`src/rtl/starfield_mixer_if.sv`:
```
// Pixel, compositing and CPU-write signals of the starfield mixer.
// The slave modport is the mixer's view of the bus.
interface starfield_mixer_if;
    logic        en;
    logic        vblank;
    logic        hblank;
    logic        sf_on;
    logic [7:0]  sf_star;
    logic        fg_on;
    logic [23:0] fg_rgb;
    logic [2:0]  addr;
    logic [7:0]  data_in;
    logic        write;
    logic [23:0] rgb_out;
    logic        blank_out;
    logic        fade_busy;

    modport slave (
        input  en, vblank, hblank, sf_on, sf_star, fg_on, fg_rgb, addr, data_in, write,
        output rgb_out, blank_out, fade_busy
    );
    modport master (
        output en, vblank, hblank, sf_on, sf_star, fg_on, fg_rgb, addr, data_in, write,
        input  rgb_out, blank_out, fade_busy
    );
endinterface

```
`src/rtl/starfield_mixer.sv`:
```
// Starfield compositing stage: frame-stepped fade, RGB tint, opaque foreground overlay.
// Two en-gated pipeline stages from sf_star to rgb_out.
module starfield_mixer #(
    parameter logic [7:0]  STEP_RST = 8'd4,
    parameter logic [23:0] TINT_RST = 24'hFFFFFF
) (
    input  logic                 clk,
    input  logic                 rst,
    starfield_mixer_if.slave     bus
);
    localparam logic [1:0] S_HOLD = 2'd0;
    localparam logic [1:0] S_RISE = 2'd1;
    localparam logic [1:0] S_FALL = 2'd2;

    logic            r_enable;
    logic [7:0]      r_level;
    logic [7:0]      r_step;
    logic [1:0]      r_state;
    logic [2:0][7:0] r_tint;
    logic            r_vb_d;

    logic            w_vb_rise;
    logic            w_wr0;
    logic [8:0]      w_sum;
    logic [8:0]      w_diff;

    assign w_vb_rise = bus.vblank & ~r_vb_d;
    assign w_wr0     = bus.write && (bus.addr == 3'd0);
    assign w_sum     = {1'b0, r_level} + {1'b0, r_step};
    assign w_diff    = {1'b0, r_level} - {1'b0, r_step};

    // Control registers and fade FSM; an addr0 write pre-empts a coincident vblank step.
    always_ff @(posedge clk or posedge rst) begin
        if (rst) begin
            r_enable <= 1'b0;
            r_level  <= 8'd0;
            r_step   <= STEP_RST;
            r_state  <= S_HOLD;
            r_tint   <= TINT_RST;
            r_vb_d   <= 1'b0;
        end else begin
            r_vb_d <= bus.vblank;
            if (bus.write) begin
                case (bus.addr)
                    3'd0:    r_enable  <= bus.data_in[0];
                    3'd1:    r_step    <= bus.data_in;
                    3'd2:    r_tint[2] <= bus.data_in;
                    3'd3:    r_tint[1] <= bus.data_in;
                    3'd4:    r_tint[0] <= bus.data_in;
                    default: ;
                endcase
            end
            if (w_wr0) begin
                if (bus.data_in[2]) begin
                    r_level <= bus.data_in[1] ? 8'd255 : 8'd0;
                    r_state <= S_HOLD;
                end else if (bus.data_in[1]) begin
                    r_state <= (r_level == 8'd255) ? S_HOLD : S_RISE;
                end else begin
                    r_state <= (r_level == 8'd0) ? S_HOLD : S_FALL;
                end
            end else if (w_vb_rise) begin
                case (r_state)
                    S_RISE: begin
                        if (w_sum >= 9'd255) begin
                            r_level <= 8'd255;
                            r_state <= S_HOLD;
                        end else begin
                            r_level <= w_sum[7:0];
                        end
                    end
                    S_FALL: begin
                        if (w_diff[8] || (w_diff[7:0] == 8'd0)) begin
                            r_level <= 8'd0;
                            r_state <= S_HOLD;
                        end else begin
                            r_level <= w_diff[7:0];
                        end
                    end
                    default: ;
                endcase
            end
        end
    end

    assign bus.fade_busy = (r_state != S_HOLD);

    logic            r_vis1;
    logic [7:0]      r_b1;
    logic            r_fg_on1;
    logic [23:0]     r_fg_rgb1;
    logic            r_blank1;
    logic [23:0]     r_rgb2;
    logic            r_blank2;
    logic            w_blank_in;
    logic [7:0]      w_b1;
    logic [8:0]      w_lvl_p1;
    logic [2:0][7:0] w_star_rgb;

    assign w_blank_in = bus.hblank | bus.vblank;
    assign w_lvl_p1   = {1'b0, r_level} + 9'd1;
    assign w_b1       = 8'(({8'd0, bus.sf_star} * {7'd0, w_lvl_p1}) >> 8);

    // (x * (t+1)) >> 8 keeps full-scale tint/level as an exact pass-through.
    genvar c;
    generate
        for (c = 0; c < 3; c++) begin : g_ch
            logic [8:0] w_tint_p1;
            assign w_tint_p1     = {1'b0, r_tint[c]} + 9'd1;
            assign w_star_rgb[c] = 8'(({8'd0, r_b1} * {7'd0, w_tint_p1}) >> 8);
        end
    endgenerate

    always_ff @(posedge clk or posedge rst) begin
        if (rst) begin
            r_vis1    <= 1'b0;
            r_b1      <= 8'd0;
            r_fg_on1  <= 1'b0;
            r_fg_rgb1 <= 24'd0;
            r_blank1  <= 1'b0;
            r_rgb2    <= 24'd0;
            r_blank2  <= 1'b0;
        end else if (bus.en) begin
            r_vis1    <= bus.sf_on & r_enable & ~w_blank_in;
            r_b1      <= w_b1;
            r_fg_on1  <= bus.fg_on;
            r_fg_rgb1 <= bus.fg_rgb;
            r_blank1  <= w_blank_in;
            r_blank2  <= r_blank1;
            if (r_blank1)      r_rgb2 <= 24'd0;
            else if (r_fg_on1) r_rgb2 <= r_fg_rgb1;
            else if (r_vis1)   r_rgb2 <= w_star_rgb;
            else               r_rgb2 <= 24'd0;
        end
    end

    assign bus.rgb_out   = r_rgb2;
    assign bus.blank_out = r_blank2;
endmodule

```
`src/flat_wrapper.sv`:
```
// flat-port wrapper written by rule: the top's interface ports become plain ports
module starfield_mixer_flat 
#(
    parameter logic [7:0]  STEP_RST = 8'd4,
    parameter logic [23:0] TINT_RST = 24'hFFFFFF
)
  (clk, rst, bus_en, bus_vblank, bus_hblank, bus_sf_on, bus_sf_star, bus_fg_on, bus_fg_rgb, bus_addr, bus_data_in, bus_write, bus_rgb_out, bus_blank_out, bus_fade_busy);
  starfield_mixer_if bus_i ();
  input  logic clk;
  input  logic rst;
  input wire logic [$bits(bus_i.en)-1:0] bus_en;
  input wire logic [$bits(bus_i.vblank)-1:0] bus_vblank;
  input wire logic [$bits(bus_i.hblank)-1:0] bus_hblank;
  input wire logic [$bits(bus_i.sf_on)-1:0] bus_sf_on;
  input wire logic [$bits(bus_i.sf_star)-1:0] bus_sf_star;
  input wire logic [$bits(bus_i.fg_on)-1:0] bus_fg_on;
  input wire logic [$bits(bus_i.fg_rgb)-1:0] bus_fg_rgb;
  input wire logic [$bits(bus_i.addr)-1:0] bus_addr;
  input wire logic [$bits(bus_i.data_in)-1:0] bus_data_in;
  input wire logic [$bits(bus_i.write)-1:0] bus_write;
  output wire logic [$bits(bus_i.rgb_out)-1:0] bus_rgb_out;
  output wire logic [$bits(bus_i.blank_out)-1:0] bus_blank_out;
  output wire logic [$bits(bus_i.fade_busy)-1:0] bus_fade_busy;
  assign bus_i.en = bus_en;
  assign bus_i.vblank = bus_vblank;
  assign bus_i.hblank = bus_hblank;
  assign bus_i.sf_on = bus_sf_on;
  assign bus_i.sf_star = bus_sf_star;
  assign bus_i.fg_on = bus_fg_on;
  assign bus_i.fg_rgb = bus_fg_rgb;
  assign bus_i.addr = bus_addr;
  assign bus_i.data_in = bus_data_in;
  assign bus_i.write = bus_write;
  assign bus_rgb_out = bus_i.rgb_out;
  assign bus_blank_out = bus_i.blank_out;
  assign bus_fade_busy = bus_i.fade_busy;
  starfield_mixer #(.STEP_RST(STEP_RST), .TINT_RST(TINT_RST)) u_core (.clk(clk), .rst(rst), .bus(bus_i));
endmodule
```
`config.mk`:
```
export PLATFORM = sky130hd
export DESIGN_NAME = starfield_mixer_flat
export DESIGN_NICKNAME = d
export VERILOG_FILES = /design/src/rtl/starfield_mixer_if.sv /design/src/rtl/starfield_mixer.sv /design/src/flat_wrapper.sv
export SDC_FILE = /design/constraint.sdc
export NUM_CORES = 1
export LEC_CHECK = 0
export CORE_ASPECT_RATIO = 0.8
export CORE_UTILIZATION = 55
export DETAILED_ROUTE_END_ITERATION = 7
export PLACE_DENSITY = 0.77
export SLEW_MARGIN = 20
export SYNTH_ARGS = -nofsm -noshare
export SYNTH_HDL_FRONTEND = slang
export SYNTH_SLANG_ARGS = --single-unit
```
`constraint.sdc`:
```
create_clock -name clk -period 4.89 [get_ports clk]
set_input_delay 1.2225 -clock clk [delete_from_list [all_inputs] [get_ports clk]]
set_output_delay 1.2225 -clock clk [all_outputs]
set_load 0.03 [all_outputs]
```
# --- Word-level counts from Yosys, hierarchy flattened ---
# Index checks and enable logic that the tools add are counted.
classes:
  bitwise: 6
  n_reduce_logical: 15
  multipliers: 4
  magnitude_cmp: 1
  muxes: 19
  add_sub_neg: 6
  eq_ne: 10
ops:
  columns: ["cell", "n"]
  rows:
  - ["$mux 24", 3]
  - ["$mul 8x9->16", 4]
  - ["$mux 8", 6]
  - ["$add 8x1->9 const B", 4]
  - ["$logic_not 8->1", 2]
  - ["$pmux 8 s2", 1]
  - ["$mux 2", 7]
  - ["$reduce_and 2->1", 5]
  - ["$add 8x8->9", 1]
  - ["$ge 9x8->1 const B", 1]
  - ["$sub 8x8->9", 1]
  - ["$eq 8x8->1 const B", 1]
  - ["$eq 3x2->1 const B", 2]
  - ["$ne 3x1->1 const B", 2]
  - ["$pmux 2 s2", 1]
  - ["$reduce_and 4->1", 1]
  - ["$reduce_bool 2->1", 2]
  - ["$and 1x1->1", 3]
  - ["$eq 3x1->1 const B", 1]
  - ["$eq 3x3->1 const B", 1]
  - ["$logic_not 3->1", 1]
  - ["$reduce_and 3->1", 1]
  - ["$reduce_bool 3->1", 1]
  - ["$eq 2x1->1 const B", 1]
  - ["7 further kinds", 8]
word_totals:
  wordCells: 76
  inputBits: 51
  regBits: 104

# --- Logic depth before layout (Yosys ltp) ---
# Gate-level depths: netlist of the first run.
logic_depth:
  word_depth: 7
  depth_mapped: 20
  mapped_depth_nobuf: 19

# --- Least setup slack after synthesis of the first run ---
# OpenSTA, ideal clock, no wires.
synth_timing:
  path_kind: "register -> register"
  startpoint: "register u_core.r_tint[0] (netlist bit)"
  endpoint: "register u_core.r_rgb2[4] (netlist: u_core.bus.rgb_out[4])"
  setup_ps: 126
  t_arrival_ps: 5155
  setup_slack_ps: -391
  required_time_ps: 4764
  stages_incl_launch_ff: 21
  synth_period_minus_slack_ps: 5281
  path_cell_list: "dfstp_2 -> clkbuf_1 -> and3_1 -> nand3_1 -> xor2_1 -> nand2b_1 -> fa_1 -> fa_1 -> inv_1 -> fa_1 -> inv_1 -> fa_1 -> inv_1 -> ha_1 -> a2111oi_0 -> o41a_1 -> o31a_1 -> o21ai_0 -> xnor2_1 -> nor2_1 -> a221o_1"
synth_between:
  elab_chain_cells: 5
synth_lines:
  columns: ["item", "line", "rtl"]
  rows:
  - ["start, declared", "starfield_mixer.sv:19", "logic [2:0][7:0] r_tint;"]
  - ["$add 8x1->9", "starfield_mixer.sv:109", "assign w_tint_p1 = {1'b0, r_tint[c]} + 9'd1;"]
  - ["$mul 8x9->16", "starfield_mixer.sv:110", "assign w_star_rgb[c] = 8'(({8'd0, r_b1} * {7'd0, w_tint_p1}) >> 8);"]
  - ["$mux 24", "starfield_mixer.sv:132", "else if (r_vis1) r_rgb2 <= w_star_rgb;"]
  - ["$mux 24", "starfield_mixer.sv:131", "else if (r_fg_on1) r_rgb2 <= r_fg_rgb1;"]
  - ["$mux 24", "starfield_mixer.sv:130", "if (r_blank1) r_rgb2 <= 24'd0;"]
  - ["end signal, assigned", "starfield_mixer.sv:131", null]
  - ["end signal, assigned", "starfield_mixer.sv:132", null]
  - ["end, declared", "starfield_mixer.sv:93", "logic [23:0] r_rgb2;"]
# Every way passes these cells.
# A chain may end at the register's enable or synchronous reset.

# --- Worst setup path after layout of the first run ---
layout_timing:
  startpoint: "register u_core.r_tint[0] (netlist bit)"
  endpoint: "register u_core.r_rgb2[5] (netlist: u_core.bus.rgb_out[5])"
# The elaborated chain is that of the path after synthesis.

==> impl_metrics.toml, run 1 <==
[yosys]
syn_avg_cell_area_um2 = 9.493
ys_ff_latch = 104
yosysTopAreaCell = "fa_1"
syn-cell-area_um2 = 13780
yosys-top-cells-count = "inv_1 (218), fa_1 (162), ha_1 (152)"
syn_inst = 1452
synthTopCellsByArea = "fa_1 (24%), dfrtp_1 (14%), ha_1 (14%), inv_1 (5.9%), nor2b_1 (5.8%)"
seq_area_frac_synth_pct = 19.11
synth_top_area_share_pct = 23.53
ys_async_sr_fraction_pct = 100.0
ys_warn_count = 0
synth_nets = 1817
synth.distinct_cells = 68
synth_edf_count = 0
ys.flop_type = "dfrtp_1"
synth.most_common_cell = "inv_1"

[critical_path]
cp.required_ps = 5140
path_max_fanout = 3
end_kind = "flip-flop"
start_kind = "flip-flop"
arrival_ps = 5420
crit_type = "flip-flop to flip-flop"

[detailed_routing]
vias_per_cell = 5.642
ant_nets = 0
dr.pass1.iters = 5
drt_iter0_markers = 699
post-route-drc-count = 0
vias = 11193
wire_per_inst_um = 18.83
wl_um = 37350

[job]
cap_viol_max_count = 0

[timing]
rsz0062_at_grt = "yes"
fin_setup_tns_ps = -2156
setup_viol = 13
skew_ps = 10.25
worstMarginPinSlew_ps = 1012
fin_crit_sh_pct = 105.6
hold_slack_ps = 509.8
slew_headroom_pct = 32.04
period_minus_slack_ps = 5165
fin_ws_ps = -275.5
finalHoldViolations = 0
drv_slew = 0
fmax_ghz = 0.1936

[clocking]
clkSlewWorstSetupHoldPaths_ps = 80
clock-sinks = 104
insertion_delay_ps = 370
cts_tree = "done"
htreeDepth = 3
ctsHoldBuffers = 0
root_buffer = "clkbuf_16"
cts_buffer_depth = 2
cts_buffers = 9

[die]
die_area_um2 = 25700
ios = 77
fp.dieH_um = 143.6
start_util_pct = 56.40
placeableCoreArea_um2 = 24440
dieWidth_um = 179
rows = 51

[status]
status = "complete, but fails checks"
violations = "setup timing"

[worst_hold_path]
hp-class = "flip-flop to flip-flop"

[cells_and_area]
fin_util_pct = 71.78
fin_area_um2 = 17540
diodes = 0
layout.nets = 2026
areaGrowthSynthToFinish_pct = 27.26
drive_gt1_share_pct = 27.01

[global_routing]
grt-ovfl-total = 0
grt_pass1_vias = 11587
grt_antenna_before_repair = 0
grt_pass1_wl_um = 58910
track_usage_pct = 29.62
grt_max_degree = 45

[place]
port_buffers = 76
place_hpwl_um = 27240
gp_congestion = 0.9254
placement.cell_area_um2 = 15940
[area by class of cell]
cell class / count / area, um2
Multi-Input combinational cell: 1080 / 11300
Fill cell: 1638 / 6898
Sequential cell: 104 / 2638
Timing Repair Buffer: 247 / 2090
Inverter: 219 / 824.5
Tap cell: 318 / 397.9
Clock buffer: 9 / 225.2
Clock inverter: 7 / 63.81
[worst paths after layout]
path                                      start                endpoint  slack (ps)  cells past startpoint
setup / recovery               u_core.r_tint[0]   u_core.bus.rgb_out[5]        -280                     20
hold reg to reg            u_core.r_fg_rgb1[19]  u_core.bus.rgb_out[19]         510                      1
min in group asynchronous                   rst          u_core.r_b1[7]        1260                      2
setup reg to reg               u_core.r_tint[0]   u_core.bus.rgb_out[5]        -280                     20
max in group asynchronous                   rst    u_core.r_fg_rgb1[19]        2700                      3
hold / removal             u_core.r_fg_rgb1[19]  u_core.bus.rgb_out[19]         510                      1
[critical path, stage by stage (launching register included)]
cell,delay (ps)
dfstp_2,580
buf_6,110
and3_4,180
nand3_4,90
buf_6,130
nor2_4,130
xnor2_4,170
nor2b_2,80
fa_1,570
fa_2,460
fa_1,500
inv_1,60
fa_1,490
inv_2,40
ha_4,270
nand2_2,40
o31a_1,350
o21ai_2,220
nand2_1,120
nor3b_2,180
a221o_1,290
[registers in the layout (all words and copies together), names as in the netlist, 2 cells and up]
name,count
u_core.r_fg_rgb1,24
u_core.r_tint,24
u_core.r_step,8
u_core.r_level,8
u_core.r_b1,8
u_core.bus.rgb_out,24
u_core.r_state,2
[per-layer routing]
layer / up-vias / GRT usage, % / wire length (um)
met1: 5670 / 42.94 / 16850
met4: 0 / 6.869 / 505
met3: 50 / 5.317 / 2512
li1: 5096 / - / -
met2: 377 / 46.05 / 17490
met5: - / 0 / 0
[cells by family (layout without fill, tap and decap cells)]
| family | count (synthesis) | count (layout) | share of synthesized area, % |
|---|---|---|---|
| simple gates | 467 | 467 | 18.63 |
| fa+ha+maj | 314 | 314 | 37.32 |
| buf+inv | 268 | 482 | 7.343 |
| compound gates | 169 | 169 | 8.297 |
| flops | 104 | 104 | 19.11 |
| xor+xnor | 73 | 73 | 4.638 |
| mux | 57 | 57 | 4.665 |
[timing repair]
action,in CTS,in global routing
endpoints found under the hold margin,0,0
pin swaps,50,88
endpoints found under the setup margin,28,30
resized for setup,89,142
cloned,0,0
buffers inserted,20,15
[cell usage in the layout (no fill, tap or decap), drive strengths merged, types with 5 or more instances in the layout]
| cell | n |
|---|---|
| or3 | 5 |
| buf | 173 |
| dfstp | 25 |
| a211oi | 5 |
| nand2 | 96 |
| and2 | 89 |
| inv | 223 |
| fa | 162 |
| nor3 | 14 |
| clkbuf | 14 |
| and3 | 11 |
| xor2 | 26 |
| nand4 | 5 |
| ha | 152 |
| nor2b | 127 |
| dfrtp | 79 |
| xnor2 | 47 |
| o211ai | 5 |
| o2bb2ai | 5 |
| a22oi | 13 |
| a21oi | 31 |
| o21ai | 48 |
| nand2b | 37 |
| mux2 | 55 |
| a221o | 7 |
| a31oi | 9 |
| clkdlybuf4s50 | 69 |
| nor2 | 35 |
| nor4 | 5 |
| or2 | 5 |
| nand3 | 27 |
| a21o | 8 |
[metrics by stage]
stage | setup slack, ps | std cells
detailed placement | -831.1 | 1935
global placement | -594.6 | 1935
CTS | -196.3 | 1969
floorplan | 7.502 | 1452
finish | -275.5 | 1984
global route | -417.1 | 1984
Power of run 1 is not shown: default switching activity piles up to over one toggle a cycle in this logic, so the estimate is an artifact.
==> run 2, diff against run 1 <==
==> constraint.sdc (replaced) <==
create_clock -name clk -period 4.89 [get_ports clk]
set_input_delay 0.978 -clock clk [delete_from_list [all_inputs] [get_ports clk]]
set_output_delay 0.978 -clock clk [all_outputs]
set_load 0.03 [all_outputs]
==> impl_metrics.toml, run 2 (synthesis gave the netlist of run 1 again) <==
[detailed_routing]
wl_um = 37010
dr.pass1.iters = 5
wire_per_inst_um = 18.69
post-route-drc-count = 0
vias = 11218
vias_per_cell = 5.666
drt_iter0_markers = 828
ant_nets = 0

[place]
dp.cells = 1925
port_buffers = 76
placement.cell_area_um2 = 15860
gp_congestion = 0.9303
place_hpwl_um = 26140

[clocking]
clock-sinks = 104
root_buffer = "clkbuf_16"
clkSlewWorstSetupHoldPaths_ps = 90
insertion_delay_ps = 380
cts_buffers = 9
cts_buffer_depth = 2
cts_tree = "done"
htreeDepth = 3

[cells_and_area]
instances_no_fill = 1980
areaGrowthSynthToFinish_pct = 27.24
layout_common_cells = "inv_1 (209), fa_1 (156), buf_4 (144), ha_1 (134), nor2b_1 (100)"
fillers = 1552
diodes = 0
fin_area_um2 = 17540
final_common_cell = "inv_1"
drive_gt1_share_pct = 26.53
layout.nets = 2022

[global_routing]
grt_max_degree = 82
grt_antenna_before_repair = 0
grt_pass1_vias = 11480
track_usage_pct = 29.02
grt-ovfl-total = 0
grt_pass1_wl_um = 58210

[timing]
fin_ws_ps = -243.8
period_minus_slack_ps = 5134
skew_ps = 18.78
rsz0062_at_grt = "yes"
slew_headroom_pct = 29.55
finalHoldViolations = 0
setup_viol = 12
fmax_ghz = 0.1948
fin_crit_sh_pct = 105.0
worstMarginPinSlew_ps = 1049
drv_slew = 0

[critical_path]
r2r_slack_ps = -240
cp.required_ps = 5140
crit_start = "u_core.r_tint[1]"
crit_type = "flip-flop to flip-flop"
slowest_delay_ps = 570
path_max_fanout = 3
r2r_end = "u_core.bus.rgb_out[4]"
crit_chain = "buf_6 > and3_4 > nand3_4 > xor2_4 > nand2b_4 > fa_1 > fa_1 > inv_1 > fa_1 > inv_1 > fa_1 > inv_2 > ha_4 > a2111oi_4 > o41a_1 > o31a_1 > o21ai_2 > xnor2_1 > nor2_1 > a221o_1"
critPathMostFrequentCell = "fa_1"
ff2ff_path_depth = 20
reg2reg_from = "u_core.r_tint[1]"
critical_path.endpoint = "u_core.bus.rgb_out[4]"
end_kind = "flip-flop"
start_kind = "flip-flop"
crit_slowest_cell = "dfstp_2"
arrival_ps = 5390

[die]
fp.dieH_um = 143.6
start_util_pct = 56.40
rows = 51
placeableCoreArea_um2 = 24440
dieWidth_um = 179
die_area_um2 = 25700
ios = 77

[job]
cap_viol_max_count = 0

[worst_hold_path]
hp-class = "flip-flop to flip-flop"
hold_depth = 1

[status]
status = "complete, but fails checks"
violations = "setup timing"
## run 2: cell types whose count changed in the layout (fill, tap and decap cells not counted), sizes merged
cell / delta
clkinvlp: -1
buf: -5
clkinv: +1
clkbuf: -5
dlymetal6s2s: +6
## run 2: worst min path at each step
| stage | start | end | slack, ps |
|---|---|---|---|
| 2_1_floorplan | u_core.r_enable | u_core.r_enable | 450 |
| 3_3_place_gp | u_core.r_fg_rgb1[7] | u_core.bus.rgb_out[7] | 480 |
| 3_5_place_dp | u_core.bus.rgb_out[1] | u_core.bus.rgb_out[1] | 490 |
| 4_1_cts | u_core.r_fg_rgb1[5] | u_core.bus.rgb_out[5] | 510 |
| 5_1_grt | u_core.r_fg_rgb1[4] | u_core.bus.rgb_out[4] | 530 |
| 6_report | u_core.r_fg_rgb1[5] | u_core.bus.rgb_out[5] | 510 |
## run 2: area by class of cell
| cell class | count | area, um2 | area share, % |
|---|---|---|---|
| Clock inverter | 7 | 81.33 | 0.4637 |
| Multi-Input combinational cell | 1080 | 11250 | 64.15 |
| Tap cell | 318 | 397.9 | 2.269 |
| Clock buffer | 9 | 225.2 | 1.284 |
| Timing Repair Buffer | 243 | 2120 | 12.08 |
| Inverter | 219 | 827.0 | 4.715 |
| Sequential cell | 104 | 2636 | 15.03 |
## run 2: metrics by stage
stage	utilization (%)	TNS (ps)	hold WS (ps)	setup slack [ps]
2_1_floorplan	-	0	446.3	7.526
3_3_place_gp	64.89	-4068	483.4	-457.9
3_5_place_dp	64.89	-6288	490.5	-592.2
4_1_cts	68.40	-1350	511.5	-189.8
5_1_grt	71.77	-5101	527.0	-386.8
6_report	71.77	-1805	510.0	-243.8
## run 2: critical path: cells and delay by family (launching register included)
kind | cells | cell delay [ps]
buf+inv | 4 | 270
flops | 1 | 570
xor+xnor | 2 | 440
simple gates | 4 | 520
compound gates | 5 | 1130
fa+ha+maj | 5 | 2080
## run 2: layer usage
metal  vias to the layer above  global-route usage [%]  share of wire (%)  wire, um
met1                      5629                   42.03                 44     16380
met4                         0                   8.341                2.1       778
met3                        70                   5.185                7.0      2609
met5                         -                       0                  0         0
met2                       430                   44.38                 47     17250
li1                       5089                       -                  -         -
## run 2: repair_timing
action / CTS / global route
pin swaps: 45 / 86
endpoints found under the setup margin: 23 / 30
hold buffers: 0 / 0
resized for setup: 84 / 135
buffers inserted: 17 / 26
Power of run 2 is left out for the same reason.
